File: src/rtl/uart_rx.sv
// 8N1 UART receiver: synchronises rx, samples each bit at its centre and
// reports good bytes with a one-cycle strobe and framing errors with another.
module uart_rx #(
   parameter int unsigned CLKS_PER_BIT = 868
) (
   input  logic       clk,
   input  logic       rst,
   input  logic       rx,
   output logic       received,
   output logic [7:0] rx_byte,
   output logic       is_receiving,
   output logic       recv_error,
   output logic [2:0] recv_state
);

   localparam int unsigned CNT_W = (CLKS_PER_BIT > 2) ? $clog2(CLKS_PER_BIT) : 1;
   localparam logic [CNT_W-1:0] BIT_LAST  = CNT_W'(CLKS_PER_BIT - 1);
   localparam logic [CNT_W-1:0] HALF_LAST = CNT_W'(CLKS_PER_BIT / 2 - 1);
   localparam logic [CNT_W-1:0] ARM_LAST  = CNT_W'(CLKS_PER_BIT - 2);
   localparam logic [CNT_W-1:0] CNT_ONE   = CNT_W'(1);

   typedef enum logic [2:0] {
      IDLE        = 3'd0,
      CHECK_START = 3'd1,
      READ_BITS   = 3'd2,
      CHECK_STOP  = 3'd3,
      RECEIVED    = 3'd4,
      ERROR       = 3'd5,
      WAIT_IDLE   = 3'd6
   } state_t;

   state_t           state;
   logic             rx_meta;
   logic             rx_s;
   logic [CNT_W-1:0] cnt;
   logic [2:0]       bit_idx;
   logic [7:0]       shift;
   logic             armed;

   assign recv_state = state;

   // Two-flop synchroniser, idles high so reset never looks like a start bit.
   always_ff @(posedge clk or negedge rst) begin
      if (!rst) begin
         rx_meta <= 1'b1;
         rx_s    <= 1'b1;
      end else begin
         rx_meta <= rx;
         rx_s    <= rx_meta;
      end
   end

   always_ff @(posedge clk or negedge rst) begin
      if (!rst) begin
         state        <= WAIT_IDLE;
         cnt          <= '0;
         bit_idx      <= '0;
         shift        <= '0;
         armed        <= 1'b0;
         received     <= 1'b0;
         recv_error   <= 1'b0;
         rx_byte      <= '0;
         is_receiving <= 1'b0;
      end else begin
         received   <= 1'b0;
         recv_error <= 1'b0;
         unique case (state)
            // Leave only after a full bit time of continuous high line;
            // 'armed' makes the first high cycle after entry count as one.
            WAIT_IDLE: begin
               if (!rx_s) begin
                  cnt   <= BIT_LAST;
                  armed <= 1'b1;
               end else if (!armed) begin
                  cnt   <= ARM_LAST;
                  armed <= 1'b1;
               end else if (cnt == '0) begin
                  state <= IDLE;
                  armed <= 1'b0;
               end else begin
                  cnt <= cnt - CNT_ONE;
               end
            end
            IDLE: begin
               if (!rx_s) begin
                  state        <= CHECK_START;
                  cnt          <= HALF_LAST;
                  is_receiving <= 1'b1;
               end
            end
            CHECK_START: begin
               if (cnt != '0) begin
                  cnt <= cnt - CNT_ONE;
               end else if (!rx_s) begin
                  state   <= READ_BITS;
                  cnt     <= BIT_LAST;
                  bit_idx <= '0;
               end else begin
                  state        <= IDLE;
                  is_receiving <= 1'b0;
               end
            end
            READ_BITS: begin
               if (cnt != '0) begin
                  cnt <= cnt - CNT_ONE;
               end else begin
                  shift   <= {rx_s, shift[7:1]};
                  cnt     <= BIT_LAST;
                  bit_idx <= bit_idx + 3'd1;
                  if (bit_idx == 3'd7) state <= CHECK_STOP;
               end
            end
            CHECK_STOP: begin
               if (cnt != '0) begin
                  cnt <= cnt - CNT_ONE;
               end else begin
                  is_receiving <= 1'b0;
                  state        <= rx_s ? RECEIVED : ERROR;
               end
            end
            RECEIVED: begin
               rx_byte  <= shift;
               received <= 1'b1;
               state    <= IDLE;
            end
            ERROR: begin
               recv_error <= 1'b1;
               state      <= WAIT_IDLE;
            end
            default: begin
               state        <= WAIT_IDLE;
               armed        <= 1'b0;
               is_receiving <= 1'b0;
            end
         endcase
      end
   end

endmodule

File: config.mk
export PLATFORM = sky130hd
export DESIGN_NAME = uart_rx
export DESIGN_NICKNAME = d
export VERILOG_FILES = /design/src/rtl/uart_rx.sv
export SDC_FILE = /design/constraint.sdc
export NUM_CORES = 1
export LEC_CHECK = 0
export BUFFER_PORTS_ARGS = -buffer_cell sky130_fd_sc_hd__buf_2
export CORE_MARGIN = 2
export CORE_UTILIZATION = 51
export DETAILED_ROUTE_END_ITERATION = 12
export GPL_TIMING_DRIVEN = 0
export PLACE_DENSITY = 0.78
export SLEW_MARGIN = 10
export SYNTH_ARGS = -nofsm -noshare
export SYNTH_HDL_FRONTEND = slang
export SYNTH_SLANG_ARGS = --single-unit
File: constraint.sdc
create_clock -name clk -period 3 [get_ports clk]
set_clock_uncertainty 0.1 [all_clocks]
set_input_delay 0.15 -clock clk [delete_from_list [all_inputs] [get_ports clk]]
set_output_delay 0.15 -clock clk [all_outputs]
set_load 0.05 [all_outputs]
# Word-level counts from Yosys, hierarchy flattened
# Index checks and enable logic that the tools add are counted.
# totals
register_bits	38
latch_bits	0
ram_bits	0
rom_bits	0
inputBits	3
out_inout_bits	14
word_cells	82
memories	0
# op_classes
addsub	2
multipliers	0
n_div	0
magnitude_cmp	0
eq_ne	20
shifts	0
muxes	35
n_bitwise	2
reduce_logical	12
# op_table
op	count
two-way mux 10 bit	8
case mux 10 bit (5 select lines)	1
two-way mux 3 bit	11
!= test 2 bit, second input constant	11
case mux 3 bit (6 select lines)	1
== test 3 bit, second input constant	4
zero test 10 bit	1
two-way mux 1 bit	10
AND reduction 5 bit	2
nonzero test 10 bit	1
subtractor 10 x 1 -> 10 bit, second input constant	1
AND reduction 8 bit	1
== test 3 x 2 -> 1 bit, second input constant	2
case mux 3 bit (2 select lines)	1
OR reduction 6 bit	1
nonzero test 5 bit	1
!= test 4 bit, second input constant	1
case mux 1 bit (4 select lines)	1
AND reduction 4 bit	1
OR reduction 4 bit	1
adder 3 x 1 -> 3 bit, second input constant	1
== test 3 x 1 -> 1 bit, second input constant	1
zero test 3 bit	1
!= test 3 bit, second input constant	1
other kinds (5)	6

# Logic depth before layout (Yosys ltp)
# depth
word_depth	5
mapped_depth	8
depth_no_buf	7

# Worst setup path after synthesis
# No wires, ideal clock.
# synth_timing
kind	register to register
startpoint	register cnt[5]
endpoint	register cnt[9]
setup_time_ps	121
t_arrival_ps	1935
t_required_ps	2779
setup_slack_ps	843
stages_incl_launch_ff	7
path_buffers	1
synth_period_minus_slack_ps	2157
path_cell_list	dfrtp_1 or4_4 or3_4 o22ai_4 buf_6 a21oi_2 o22a_1
# synth_between
elab_chain_cells	5
elab_cells_between_ends	14
cone_classes	1 x add/sub; 3 x eq/ne; 7 x mux; 3 x reduce/logical
# synth_rtl
element	line	rtl
start, declared	35	logic [CNT_W-1:0] cnt;
start signal, assigned	81	cnt <= cnt - CNT_ONE;
start signal, assigned	93	cnt <= cnt - CNT_ONE;
start signal, assigned	105	cnt <= cnt - CNT_ONE;
subtractor 10 x 1 -> 10 bit	-	
two-way mux 10 bit	77	end else if (cnt == '0) begin
two-way mux 10 bit	74	end else if (!armed) begin
two-way mux 10 bit	71	if (!rx_s) begin
case mux 10 bit (5 select lines)	67	unique case (state)
# Parallel ways exist; a longest one is shown, timed or not. The select of a mux whose other input is x is not followed.
# A chain may end at the register's enable or synchronous reset.

# Worst setup path after layout
# layout_timing
startpoint	register cnt[5]
endpoint	register cnt[7]
# Same word-level chain as after synthesis.

==> results.ini <==
[outcome]
outcome = finished, final reports clean

[yosys]
synth_top_area_share_pct = 44.94
synth_edf_count = 0
syn_area_per_cell_um2 = 10.88
ys_ff_latch = 38
synth-seq-area-share_pct = 50.50
ys_top_cells_by_count = 34 x dfrtp_1, 17 x nand2_1, 16 x mux2_2
yosys.cell_types.count = 46
synth.area.top_cells = dfrtp_1 45%, mux2_2 9.5%, dfstp_2 5.6%, a21oi_1 4.0%, nand2_1 3.4%
synth_nets = 181
yosys_warnings = 0
postSynth.asyncResetShare_pct = 100.0
syn_area_um2 = 1893
yosys.area.top_type = dfrtp_1
yosysMostFrequentCell = dfrtp_1
netlist_instances = 174
ys.flop_type = dfrtp_1

[floorplan]
placementRows = 22
fp.dieW_um = 64.93
die_height_um = 64.93
coreArea_um2 = 3606
initial_core_util_pct = 52.50
die_area_um2 = 4215
io_pins = 17

[timing]
layout_min_cycle_time_ns = 2.403
finalSetupViolations = 0
rsz0062_at_grt = no
slew_viol_final = 0
worst_slew_margin_rel_pct = 45.16
hold_viol = 0
setup_tns_ns = 0
fmax_mhz = 416.2
finalCritPeriodShare_pct = 80.09
worst-slew-pin-transition_ns = 0.8226

[clocking]
clock_latency_ns = 0.30
cts_made_buffers = 5
clock_sinks = 38
clock-root-buffer = clkbuf_8
htreeDepth = 2
clock_path_buffers = 2
path_clk_slew_ns = 0.08
cts_resized = 0
cts_tree = done

[route]
drtPass1Iterations = 4
ant_nets = 0
vias = 1428
first_iter_violations = 133
viasPerCell = 5.758
wirelength_mm = 3.719
wire_per_inst_um = 15.00
drcViolationCount = 0

[worst_setup_path]
required_ns = 3.08
crit_path_end_kind = register
worstPathMaxFanout = 8
cp-start-kind = register
crit_type = reg2reg
crit_arrival_ns = 2.49

[power]
vdd_drop_max_mv = 0.2740
power_density_nw_per_um2 = 447.3
power.switching_w = 0.0002038
power.total_w = 0.0009694
leakage_nw = 0.9767
swShare_pct = 21.03
seqPwrFrac_pct = 53.2
clkPwrFrac_pct = 45.1
pwr-share-comb_pct = 1.7
p_int_w = 0.0007655

[grt]
grt-ovfl-total = 0
grtUsageTotal_pct = 19.90
grt_max_degree = 39
antenna_found_initial = 0
grt_pass1_wl_mm = 6.334
grt_pass1_vias = 1405

[cells_and_area]
area_delta_synth_final_pct = 14.47
layout-drive-gt1-share_pct = 30.00
diodes = 0
final_nets = 206

[worst_hold_path]
min_path_type = reg2reg

[placement]
hpwl_mm = 2.586
gp_congestion = 0.8906
port_buffers = 16

[flow_run]
cap_violations = 0

-- cells by family after synthesis --
group / synth area share (%)
compound gates: 18.24
flops: 50.50
simple gates: 13.62
mux: 10.05
fa+ha+maj: 2.644
buf+inv: 4.495
xor+xnor: 0.4627
-- path summary, 6_finish.rpt --
check / start / endpoint / slack (ns) / cells after the start
max reg2reg: cnt[5] / cnt[7] / 0.60 / 5
min: rx_meta / rx_s / 0.26 / 0
max in group asynchronous: rst / bit_idx[0] / 1.89 / 2
max: cnt[5] / cnt[7] / 0.60 / 5
min reg2reg: rx_meta / rx_s / 0.26 / 0
min in group asynchronous: rst / recv_error / 0.38 / 2
-- power by group through the flow --
stage | logic [W] | registers [W] | clock network (W)
4_1_cts | 0.0000174 | 0.000516 | 0.000447
3_3_place_gp | 0.0000146 | 0.000526 | 0
3_5_place_dp | 0.0000153 | 0.000526 | 0
2_1_floorplan | 0.00000308 | 0.000525 | 0
5_1_grt | 0.0000195 | 0.000516 | 0.000475
6_report | 0.0000164 | 0.000516 | 0.000437
-- worst max-delay path, cell delays in order (launching register included) --
cell and delay [ns]:
dfrtp_1 0.46, or4_4 0.61, o31ai_1 0.42, a21oi_1 0.32
a31oi_1 0.28, o22ai_1 0.10
-- layout make-up --
cell class	count	area [um2]
fillers	303	1439
inverters	10	37.54
plain buffers	7	47.55
well taps	48	60.06
flip-flops and latches	38	955.9
clock inverters	3	45.04
clock buffers	5	68.82
multi-input cells	119	852.1
repair buffers	18	100.1
-- sequential cells by signal (all words and copies together), names as in the netlist, 3 cells and up --
register    flops
bit_idx         3
cnt            10
rx_byte         8
recv_state      3
shift           8
-- metal layers --
| metal | up-vias | routed length (um) | track usage (%) | part of all wire [%] |
|---|---|---|---|---|
| li1 | 686 | - | - | - |
| met1 | 706 | 1646 | 25.09 | 44 |
| met2 | 30 | 1871 | 31.83 | 50 |
| met3 | 6 | 144 | 5.556 | 3.9 |
| met4 | 0 | 57 | 9.043 | 1.5 |
| met5 | - | 0 | 0 | 0 |
-- what timing repair did --
action	in CTS	in global routing
hold buffers	2	0
setup buffers	0	0
endpoints found under the hold margin	35	0
-- placed cells by master (no fill, tap or decap), drive strengths merged, types with 2 or more instances in the layout --
cell / instances
dfrtp: 34
buf: 21
nand2: 17
a21oi: 17
mux2: 16
inv: 10
nor2: 7
clkbuf: 7
nor3: 6
o21ai: 6
o22ai: 6
o22a: 5
or3: 5
a31oi: 4
ha: 4
dfstp: 4
o31ai: 2
a211oi: 2
a311oi: 2
clkinvlp: 2
dlygate4sd3: 2
nand2b: 2
nor4: 2
-- stage by stage --
stage	area (um2)	instances	util (%)	hold slack (ns)	worst slack, ns
final	2167	248	60.10	0.2585	0.5973
after global placement	2033	238	56.38	0.1554	0.7052
after CTS	2167	248	60.10	0.2596	0.6194
after global routing	2167	248	60.10	0.2633	0.4449
after floorplan	1893	174	-	-0.2456	0.8435
after detailed placement	2033	238	56.38	0.1575	0.6379
No activity file was read; power rests on OpenSTA's default activity.
